[src/rtl/ieeedrv_sd_responder_if.sv]
// Sector-transfer bus between track loader, responder and image memory.
// slave = responder view, master = loader/memory view.
interface ieeedrv_sd_responder_if #(
  parameter int SUBDRV = 2,
  parameter int ADDR_W = 21
) ();
  logic [SUBDRV-1:0][31:0] sd_lba;
  logic [SUBDRV-1:0][5:0]  sd_blk_cnt;
  logic [SUBDRV-1:0]       sd_rd;
  logic [SUBDRV-1:0]       sd_wr;
  logic [SUBDRV-1:0]       sd_ack;
  logic [12:0]             sd_buff_addr;
  logic [7:0]              sd_buff_dout;
  logic [SUBDRV-1:0][7:0]  sd_buff_din;
  logic                    sd_buff_wr;
  logic                    img_req;
  logic                    img_we;
  logic                    img_sel;
  logic [ADDR_W-1:0]       img_addr;
  logic [7:0]              img_wdata;
  logic [7:0]              img_rdata;
  logic                    img_ack;

  modport slave (
    input  sd_lba, sd_blk_cnt, sd_rd, sd_wr,
    input  sd_buff_din, img_rdata, img_ack,
    output sd_ack, sd_buff_addr, sd_buff_dout,
    output sd_buff_wr, img_req, img_we,
    output img_sel, img_addr, img_wdata
  );

  modport master (
    output sd_lba, sd_blk_cnt, sd_rd, sd_wr,
    output sd_buff_din, img_rdata, img_ack,
    input  sd_ack, sd_buff_addr, sd_buff_dout,
    input  sd_buff_wr, img_req, img_we,
    input  img_sel, img_addr, img_wdata
  );
endinterface

[src/rtl/ieeedrv_sd_responder.sv]
// Serves per-subdrive sector requests, streaming 256-byte blocks
// between a RAM-backed disk image and the drive track buffer.
module ieeedrv_sd_responder #(
  parameter int SUBDRV     = 2,
  parameter int ADDR_W     = 21,
  parameter int IMG_BLOCKS = 4166
) (
  input  logic              clk_sys,
  input  logic              reset_n,
  input  logic [SUBDRV-1:0] mounted,
  ieeedrv_sd_responder_if.slave bus
);

  typedef enum logic [2:0] {
    IDLE,
    GRANT,
    RD_MEM,
    RD_BUF,
    WR_BUF,
    WR_MEM,
    DONE
  } state_t;

  state_t            r_state;
  logic              r_ptr;
  logic              r_sel;
  logic              r_wr;
  logic [31:0]       r_lba;
  logic [4:0]        r_cnt;
  logic [12:0]       r_n;
  logic              r_wph;
  logic [7:0]        r_data;
  logic [1:0]        r_ack;
  logic [12:0]       r_buff_addr;
  logic [7:0]        r_buff_dout;
  logic              r_buff_wr;
  logic              r_img_req;
  logic              r_img_we;
  logic [ADDR_W-1:0] r_img_addr;
  logic [7:0]        r_img_wdata;

  // Requests widened to two lanes; absent lanes read as idle.
  logic [1:0]       w_req;
  logic [1:0]       w_wr;
  logic [1:0]       w_mnt;
  logic [1:0][31:0] w_lba;
  logic [1:0][5:0]  w_cnt;
  logic [1:0][7:0]  w_din;

  for (genvar g = 0; g < 2; g++) begin : g_lane
    if (g < SUBDRV) begin : g_on
      assign w_req[g] = bus.sd_rd[g] | bus.sd_wr[g];
      assign w_wr[g]  = bus.sd_wr[g];
      assign w_mnt[g] = mounted[g];
      assign w_lba[g] = bus.sd_lba[g];
      assign w_cnt[g] = bus.sd_blk_cnt[g];
      assign w_din[g] = bus.sd_buff_din[g];
    end else begin : g_off
      assign w_req[g] = 1'b0;
      assign w_wr[g]  = 1'b0;
      assign w_mnt[g] = 1'b0;
      assign w_lba[g] = '0;
      assign w_cnt[g] = '0;
      assign w_din[g] = '0;
    end
  end

  logic              w_any;
  logic              w_pick;
  logic [4:0]        w_clamp;
  logic              w_last;
  logic [12:0]       w_n_inc;
  logic [32:0]       w_blk;
  logic              w_inrng;
  logic [ADDR_W-1:0] w_addr;

  assign w_any = |w_req;

  always_comb begin
    w_pick = r_ptr;
    if (!w_req[r_ptr]) w_pick = ~r_ptr;
  end

  assign w_clamp = w_cnt[w_pick][5] ? 5'd31
                                    : w_cnt[w_pick][4:0];

  assign w_last  = (r_n == {r_cnt, 8'hFF});
  assign w_n_inc = r_n + 13'd1;

  assign w_blk = {1'b0, r_lba} + 33'(r_n[12:8]);

  assign w_inrng = w_mnt[r_sel]
                 & (w_blk < 33'(IMG_BLOCKS));

  assign w_addr = ADDR_W'({r_lba, 8'h00}
                        + 40'(r_n));

  always_ff @(posedge clk_sys or negedge reset_n) begin
    if (!reset_n) begin
      r_state     <= IDLE;
      r_ptr       <= 1'b0;
      r_sel       <= 1'b0;
      r_wr        <= 1'b0;
      r_lba       <= '0;
      r_cnt       <= '0;
      r_n         <= '0;
      r_wph       <= 1'b0;
      r_data      <= '0;
      r_ack       <= '0;
      r_buff_addr <= '0;
      r_buff_dout <= '0;
      r_buff_wr   <= 1'b0;
      r_img_req   <= 1'b0;
      r_img_we    <= 1'b0;
      r_img_addr  <= '0;
      r_img_wdata <= '0;
    end else begin
      r_buff_wr <= 1'b0;
      unique case (r_state)
        IDLE: begin
          if (w_any) begin
            r_sel   <= w_pick;
            r_lba   <= w_lba[w_pick];
            r_wr    <= w_wr[w_pick];
            r_cnt   <= w_clamp;
            r_state <= GRANT;
          end
        end
        GRANT: begin
          r_ack       <= 2'b01 << r_sel;
          r_n         <= '0;
          r_wph       <= 1'b0;
          r_buff_addr <= '0;
          r_state     <= r_wr ? WR_BUF : RD_MEM;
        end
        RD_MEM: begin
          if (r_img_req) begin
            if (bus.img_ack) begin
              r_img_req <= 1'b0;
              r_data    <= bus.img_rdata;
              r_state   <= RD_BUF;
            end
          end else if (w_inrng) begin
            r_img_req  <= 1'b1;
            r_img_we   <= 1'b0;
            r_img_addr <= w_addr;
          end else begin
            r_data  <= 8'h00;
            r_state <= RD_BUF;
          end
        end
        RD_BUF: begin
          r_buff_addr <= r_n;
          r_buff_dout <= r_data;
          r_buff_wr   <= 1'b1;
          if (w_last) begin
            r_state <= DONE;
          end else begin
            r_n     <= w_n_inc;
            r_state <= RD_MEM;
          end
        end
        WR_BUF: begin
          // One wait cycle covers the buffer read latency.
          if (!r_wph) begin
            r_wph <= 1'b1;
          end else begin
            r_wph       <= 1'b0;
            r_img_wdata <= w_din[r_sel];
            r_state     <= WR_MEM;
          end
        end
        WR_MEM: begin
          if (r_img_req) begin
            if (bus.img_ack) begin
              r_img_req <= 1'b0;
              r_img_we  <= 1'b0;
              if (w_last) begin
                r_state <= DONE;
              end else begin
                r_n         <= w_n_inc;
                r_buff_addr <= w_n_inc;
                r_state     <= WR_BUF;
              end
            end
          end else if (w_inrng) begin
            r_img_req  <= 1'b1;
            r_img_we   <= 1'b1;
            r_img_addr <= w_addr;
          end else if (w_last) begin
            r_state <= DONE;
          end else begin
            r_n         <= w_n_inc;
            r_buff_addr <= w_n_inc;
            r_state     <= WR_BUF;
          end
        end
        DONE: begin
          r_ack   <= '0;
          r_ptr   <= (SUBDRV == 2) ? ~r_sel : 1'b0;
          r_state <= IDLE;
        end
        default: r_state <= IDLE;
      endcase
    end
  end

  assign bus.sd_ack       = r_ack[SUBDRV-1:0];
  assign bus.sd_buff_addr = r_buff_addr;
  assign bus.sd_buff_dout = r_buff_dout;
  assign bus.sd_buff_wr   = r_buff_wr;
  assign bus.img_req      = r_img_req;
  assign bus.img_we       = r_img_we;
  assign bus.img_sel      = r_sel;
  assign bus.img_addr     = r_img_addr;
  assign bus.img_wdata    = r_img_wdata;

endmodule
[src/flat_wrapper.sv]
// flat-port wrapper written by rule: the top's interface ports become plain ports
module ieeedrv_sd_responder_flat 
#(
  parameter int SUBDRV     = 2,
  parameter int ADDR_W     = 21,
  parameter int IMG_BLOCKS = 4166
)
  (clk_sys, reset_n, mounted, bus_sd_lba, bus_sd_blk_cnt, bus_sd_rd, bus_sd_wr, bus_sd_buff_din, bus_img_rdata, bus_img_ack, bus_sd_ack, bus_sd_buff_addr, bus_sd_buff_dout, bus_sd_buff_wr, bus_img_req, bus_img_we, bus_img_sel, bus_img_addr, bus_img_wdata);
  ieeedrv_sd_responder_if #(.SUBDRV(SUBDRV), .ADDR_W(ADDR_W)) bus_i ();
  input  logic clk_sys;
  input  logic reset_n;
  input  logic [SUBDRV-1:0] mounted;
  input wire logic [$bits(bus_i.sd_lba)-1:0] bus_sd_lba;
  input wire logic [$bits(bus_i.sd_blk_cnt)-1:0] bus_sd_blk_cnt;
  input wire logic [$bits(bus_i.sd_rd)-1:0] bus_sd_rd;
  input wire logic [$bits(bus_i.sd_wr)-1:0] bus_sd_wr;
  input wire logic [$bits(bus_i.sd_buff_din)-1:0] bus_sd_buff_din;
  input wire logic [$bits(bus_i.img_rdata)-1:0] bus_img_rdata;
  input wire logic [$bits(bus_i.img_ack)-1:0] bus_img_ack;
  output wire logic [$bits(bus_i.sd_ack)-1:0] bus_sd_ack;
  output wire logic [$bits(bus_i.sd_buff_addr)-1:0] bus_sd_buff_addr;
  output wire logic [$bits(bus_i.sd_buff_dout)-1:0] bus_sd_buff_dout;
  output wire logic [$bits(bus_i.sd_buff_wr)-1:0] bus_sd_buff_wr;
  output wire logic [$bits(bus_i.img_req)-1:0] bus_img_req;
  output wire logic [$bits(bus_i.img_we)-1:0] bus_img_we;
  output wire logic [$bits(bus_i.img_sel)-1:0] bus_img_sel;
  output wire logic [$bits(bus_i.img_addr)-1:0] bus_img_addr;
  output wire logic [$bits(bus_i.img_wdata)-1:0] bus_img_wdata;
  assign bus_i.sd_lba = bus_sd_lba;
  assign bus_i.sd_blk_cnt = bus_sd_blk_cnt;
  assign bus_i.sd_rd = bus_sd_rd;
  assign bus_i.sd_wr = bus_sd_wr;
  assign bus_i.sd_buff_din = bus_sd_buff_din;
  assign bus_i.img_rdata = bus_img_rdata;
  assign bus_i.img_ack = bus_img_ack;
  assign bus_sd_ack = bus_i.sd_ack;
  assign bus_sd_buff_addr = bus_i.sd_buff_addr;
  assign bus_sd_buff_dout = bus_i.sd_buff_dout;
  assign bus_sd_buff_wr = bus_i.sd_buff_wr;
  assign bus_img_req = bus_i.img_req;
  assign bus_img_we = bus_i.img_we;
  assign bus_img_sel = bus_i.img_sel;
  assign bus_img_addr = bus_i.img_addr;
  assign bus_img_wdata = bus_i.img_wdata;
  ieeedrv_sd_responder #(.SUBDRV(SUBDRV), .ADDR_W(ADDR_W), .IMG_BLOCKS(IMG_BLOCKS)) u_core (.clk_sys(clk_sys), .reset_n(reset_n), .mounted(mounted), .bus(bus_i));
endmodule
[config.mk]
export PLATFORM = sky130hd
export DESIGN_NAME = ieeedrv_sd_responder_flat
export DESIGN_NICKNAME = d
export VERILOG_FILES = /design/src/rtl/ieeedrv_sd_responder_if.sv /design/src/rtl/ieeedrv_sd_responder.sv /design/src/flat_wrapper.sv
export SDC_FILE = /design/constraint.sdc
export NUM_CORES = 1
export LEC_CHECK = 0
export BUFFER_PORTS_ARGS = -buffer_cell sky130_fd_sc_hd__buf_2
export CORE_MARGIN = 8
export CORE_UTILIZATION = 42
export DETAILED_ROUTE_END_ITERATION = 8
export GPL_TIMING_DRIVEN = 1
export PLACE_DENSITY = 0.62
export SKIP_CTS_REPAIR_TIMING = 1
export SYNTH_ARGS = -nofsm -noshare
export SYNTH_HDL_FRONTEND = slang
export SYNTH_SLANG_ARGS = --single-unit
[constraint.sdc]
create_clock -name clk_sys -period 8.85 [get_ports clk_sys]
set_clock_uncertainty 0.1 [all_clocks]
set_input_delay 0 -clock clk_sys [delete_from_list [all_inputs] [get_ports clk_sys]]
set_output_delay 0 -clock clk_sys [all_outputs]
set_load 0.02 [all_outputs]
==> results.md <==
* Nets at 1095
* Crit Path Category: reg2reg
* Tot Pwr at 1.51 mW
* Syn Std Cell Area at 0.00697 sq mm
* Worst r2r path cells at 11
* Routed Antenna Nets at 0
* Post-synthesis mux area share at 15.7%
* Max-slew headroom at 33.7%
* Fin. Hold Viols at 0
* Vias in the first global route at 5639
* CP Launch Type: register
* Starting density of the core at 42.5%
* Die Area at 0.0210 sq mm
* Switch Pwr at 0.399 mW
* Most common cell in the netlist: dfrtp_1
* WL final at 19400 um
* Setup violators final at 0
* Hold crit path type: in2reg
* Max VDD drop at 0.000137 V
* Synthesized flop and latch total at 120
* Final Cell Area at 0.00948 sq mm
* Layout area overhead at 36.0%
* Hold WS at 4.03 ps
* Ys flop type: dfrtp_1
* H-tree Lvls at 4
* Critical Path End Type: register
* Asr flop ratio synth at 100%
* Register share of total power at 42.2%
* Worst Path Max Fanout at 14
* Largest family of logic cells by synthesized area: simple AND/OR/NAND/NOR gates
* Residual DRC at 0
* Leak pwr at 4.61 nW
* Final Critical Period at 4060 ps
* Synth cell count leaders: 120 x dfrtp_1, 76 x a21oi_1, 76 x nor2_1
* Setup TNS at 0 ps
* Vias at 6232
* Outcome: finished clean
* Adder-Cell Fraction of Synth Area at 1.36%
* Max Transition Viols Final at 0
* 1st-iter DRT viols at 467
* CTS clk-pin slew, worst paths at 60 ps
* Maximum clock path buffer count at 2
* CP arrival at 4260 ps
* Synth Area in Compound Gates at 15.5%
* ANT cells at 0
* Io pins at 165
* P_int at 1.11 mW
* CTS tree: yes
* GRT Overall Usage at 17.8%
* FMAX at 246 MHz
* Required time of the critical path at 9050 ps
* Gate power share at 14.7%
* Drt wl/cell at 16.0 um
* Mean Syn Cell Area at 9.54 sq um
* Worst-Skew Late Latency at 430 ps
* EDFF count, synth at 0
* Post-synthesis simple-gate area fraction at 17.3%
* Clock tree sinks at 120
* CTS Root Cell: clkbuf_16
* Synth warnings at 0
* Die X at 145 um
* Layout cells sized above 1 at 25.1%
* Pwr per Cell Area at 159 mW/mm^2
* Fillers at 1427
* TritonCTS Buffers at 17
* Number of max-cap violations at 0
* Cells after synthesis at 731
* Largest net degree at the start of global routing at 78
* Detail Placement HPWL at 12800 um
* Grt ovf at 0
* Vias/cell at 5.15
* Switch share at 26.3%
* Sequential-to-total area share from yosys stat at 43.1%
* Placeable Area at 0.0164 sq mm
* Worst hold stages at 4
* Yosys cell types at 65
* I/O Buffers at 164
* Clock Power Share at 43.1%
* Synth Area in XOR/XNOR at 2.39%
* Initial antenna violation count at 0
* RSZ-0062 raised after global routing: no
* Worst Tran Pin Value at 995 ps
* Synth area leader: dfrtp_1
* Placed inst area at 0.00792 sq mm
* Post-Syn Nets at 847
* Synth top area share at 43.1%
* Final period utilization at 45.9%
* Leading post-synthesis cells by cell area: dfrtp_1 43%, mux2i_1 9.3%, mux2_4 5.6%
* GPL Wtd Cong at 0.834
* First-pass GRT wire length at 29300 um
* First-pass DRT Iterations at 5
* Die height at 145 um
* Core Rows at 47
[through the flow]
step / instances / utilization [%] / worst slack, ps
6_report: 1211 / 57.8 / 4790
5_1_grt: 1211 / 57.8 / 4580
4_1_cts: 1109 / 51.6 / 4760
3_5_place_dp: 1078 / 48.3 / 4790
3_3_place_gp: 1078 / 48.3 / 4880
2_1_floorplan: 731 / - / 5420
[metal layers]
layer	global-route usage, %	part of all wire, %	vias up	wire (um)
met3	5.12	5.9	20	1150
li1	-	-	3108	-
met5	0	0	-	0
met4	7.39	1.5	0	298
met1	24.9	47	2951	9160
met2	25.3	45	153	8780
[registers in the layout, indices dropped and copies added (netlist names)]
| register | flops |
|---|---|
| u_core.bus.img_addr | 21 |
| u_core.bus.img_req | 1 |
| u_core.bus.img_sel | 1 |
| u_core.bus.img_wdata | 8 |
| u_core.bus.img_we | 1 |
| u_core.bus.sd_ack | 2 |
| u_core.bus.sd_buff_addr | 13 |
| u_core.bus.sd_buff_dout | 8 |
| u_core.bus.sd_buff_wr | 1 |
| u_core.r_cnt | 5 |
| u_core.r_data | 8 |
| u_core.r_lba | 32 |
| u_core.r_n | 13 |
| u_core.r_ptr | 1 |
| u_core.r_state | 3 |
| u_core.r_wph | 1 |
| u_core.r_wr | 1 |
[layout by cell type (no fill, tap or decap), drive strengths merged, types with 20 or more instances in the layout]
master / n
a21oi: 76
dlygate4sd3: 102
o21ai: 46
clkbuf: 20
dfrtp: 120
nor2: 76
nand2: 68
mux2: 31
inv: 30
mux2i: 65
buf: 169
[power by group through the flow]
stage / registers [mW] / logic (mW) / clock network [mW]
CTS: 0.637 / 0.182 / 0.668
detailed placement: 0.646 / 0.181 / 0
finish: 0.638 / 0.223 / 0.652
global route: 0.646 / 0.247 / 0.691
floorplan: 0.637 / 0.112 / 0
global placement: 0.646 / 0.177 / 0
[layout make-up]
type                       count  area (sq um)  area share (%)
multi-input combinational    538          3660            38.6
sequential                   120          3000            31.7
timing repair buffer         271          1880            19.8
clock buffer                  20           437            4.60
tap                          220           275            2.90
inverter                      31           116            1.23
clock inverter                11           108            1.13
[final timing paths]
check                                           startpoint                         end  slack (ps)
worst max register to register               u_core.r_n[8]  u_core.bus.sd_buff_addr[0]        4790
worst min-delay path                    bus_sd_blk_cnt[11]             u_core.r_cnt[4]           4
worst max-delay path                         u_core.r_n[8]  u_core.bus.sd_buff_addr[0]        4790
worst min register to register  u_core.bus.sd_buff_dout[2]  u_core.bus.sd_buff_dout[2]         380
min in group asynchronous                          reset_n            u_core.r_lba[21]          10
max in group asynchronous                          reset_n           u_core.r_state[2]        7230
[kinds of logic after synthesis]
group,count (synthesis)
DFF,120
and+or+nand+nor,241
buffers and inverters,73
adders and majority gates,7
AOI/OAI and AO/OA,175
xor gates and xnor gates,19
muxes,96
[critical path: stages, from the launching register on]
cell and delay (ps):
dfrtp_1 450, ha_1 260, fa_1 410, a21o_1 230, a31o_2 330, and4_1 260, nand2b_1 150, o22ai_1 150
a41o_1 340, a31o_4 300, a21boi_4 550, mux2_2 400
Power figures use the tool's default switching activity.
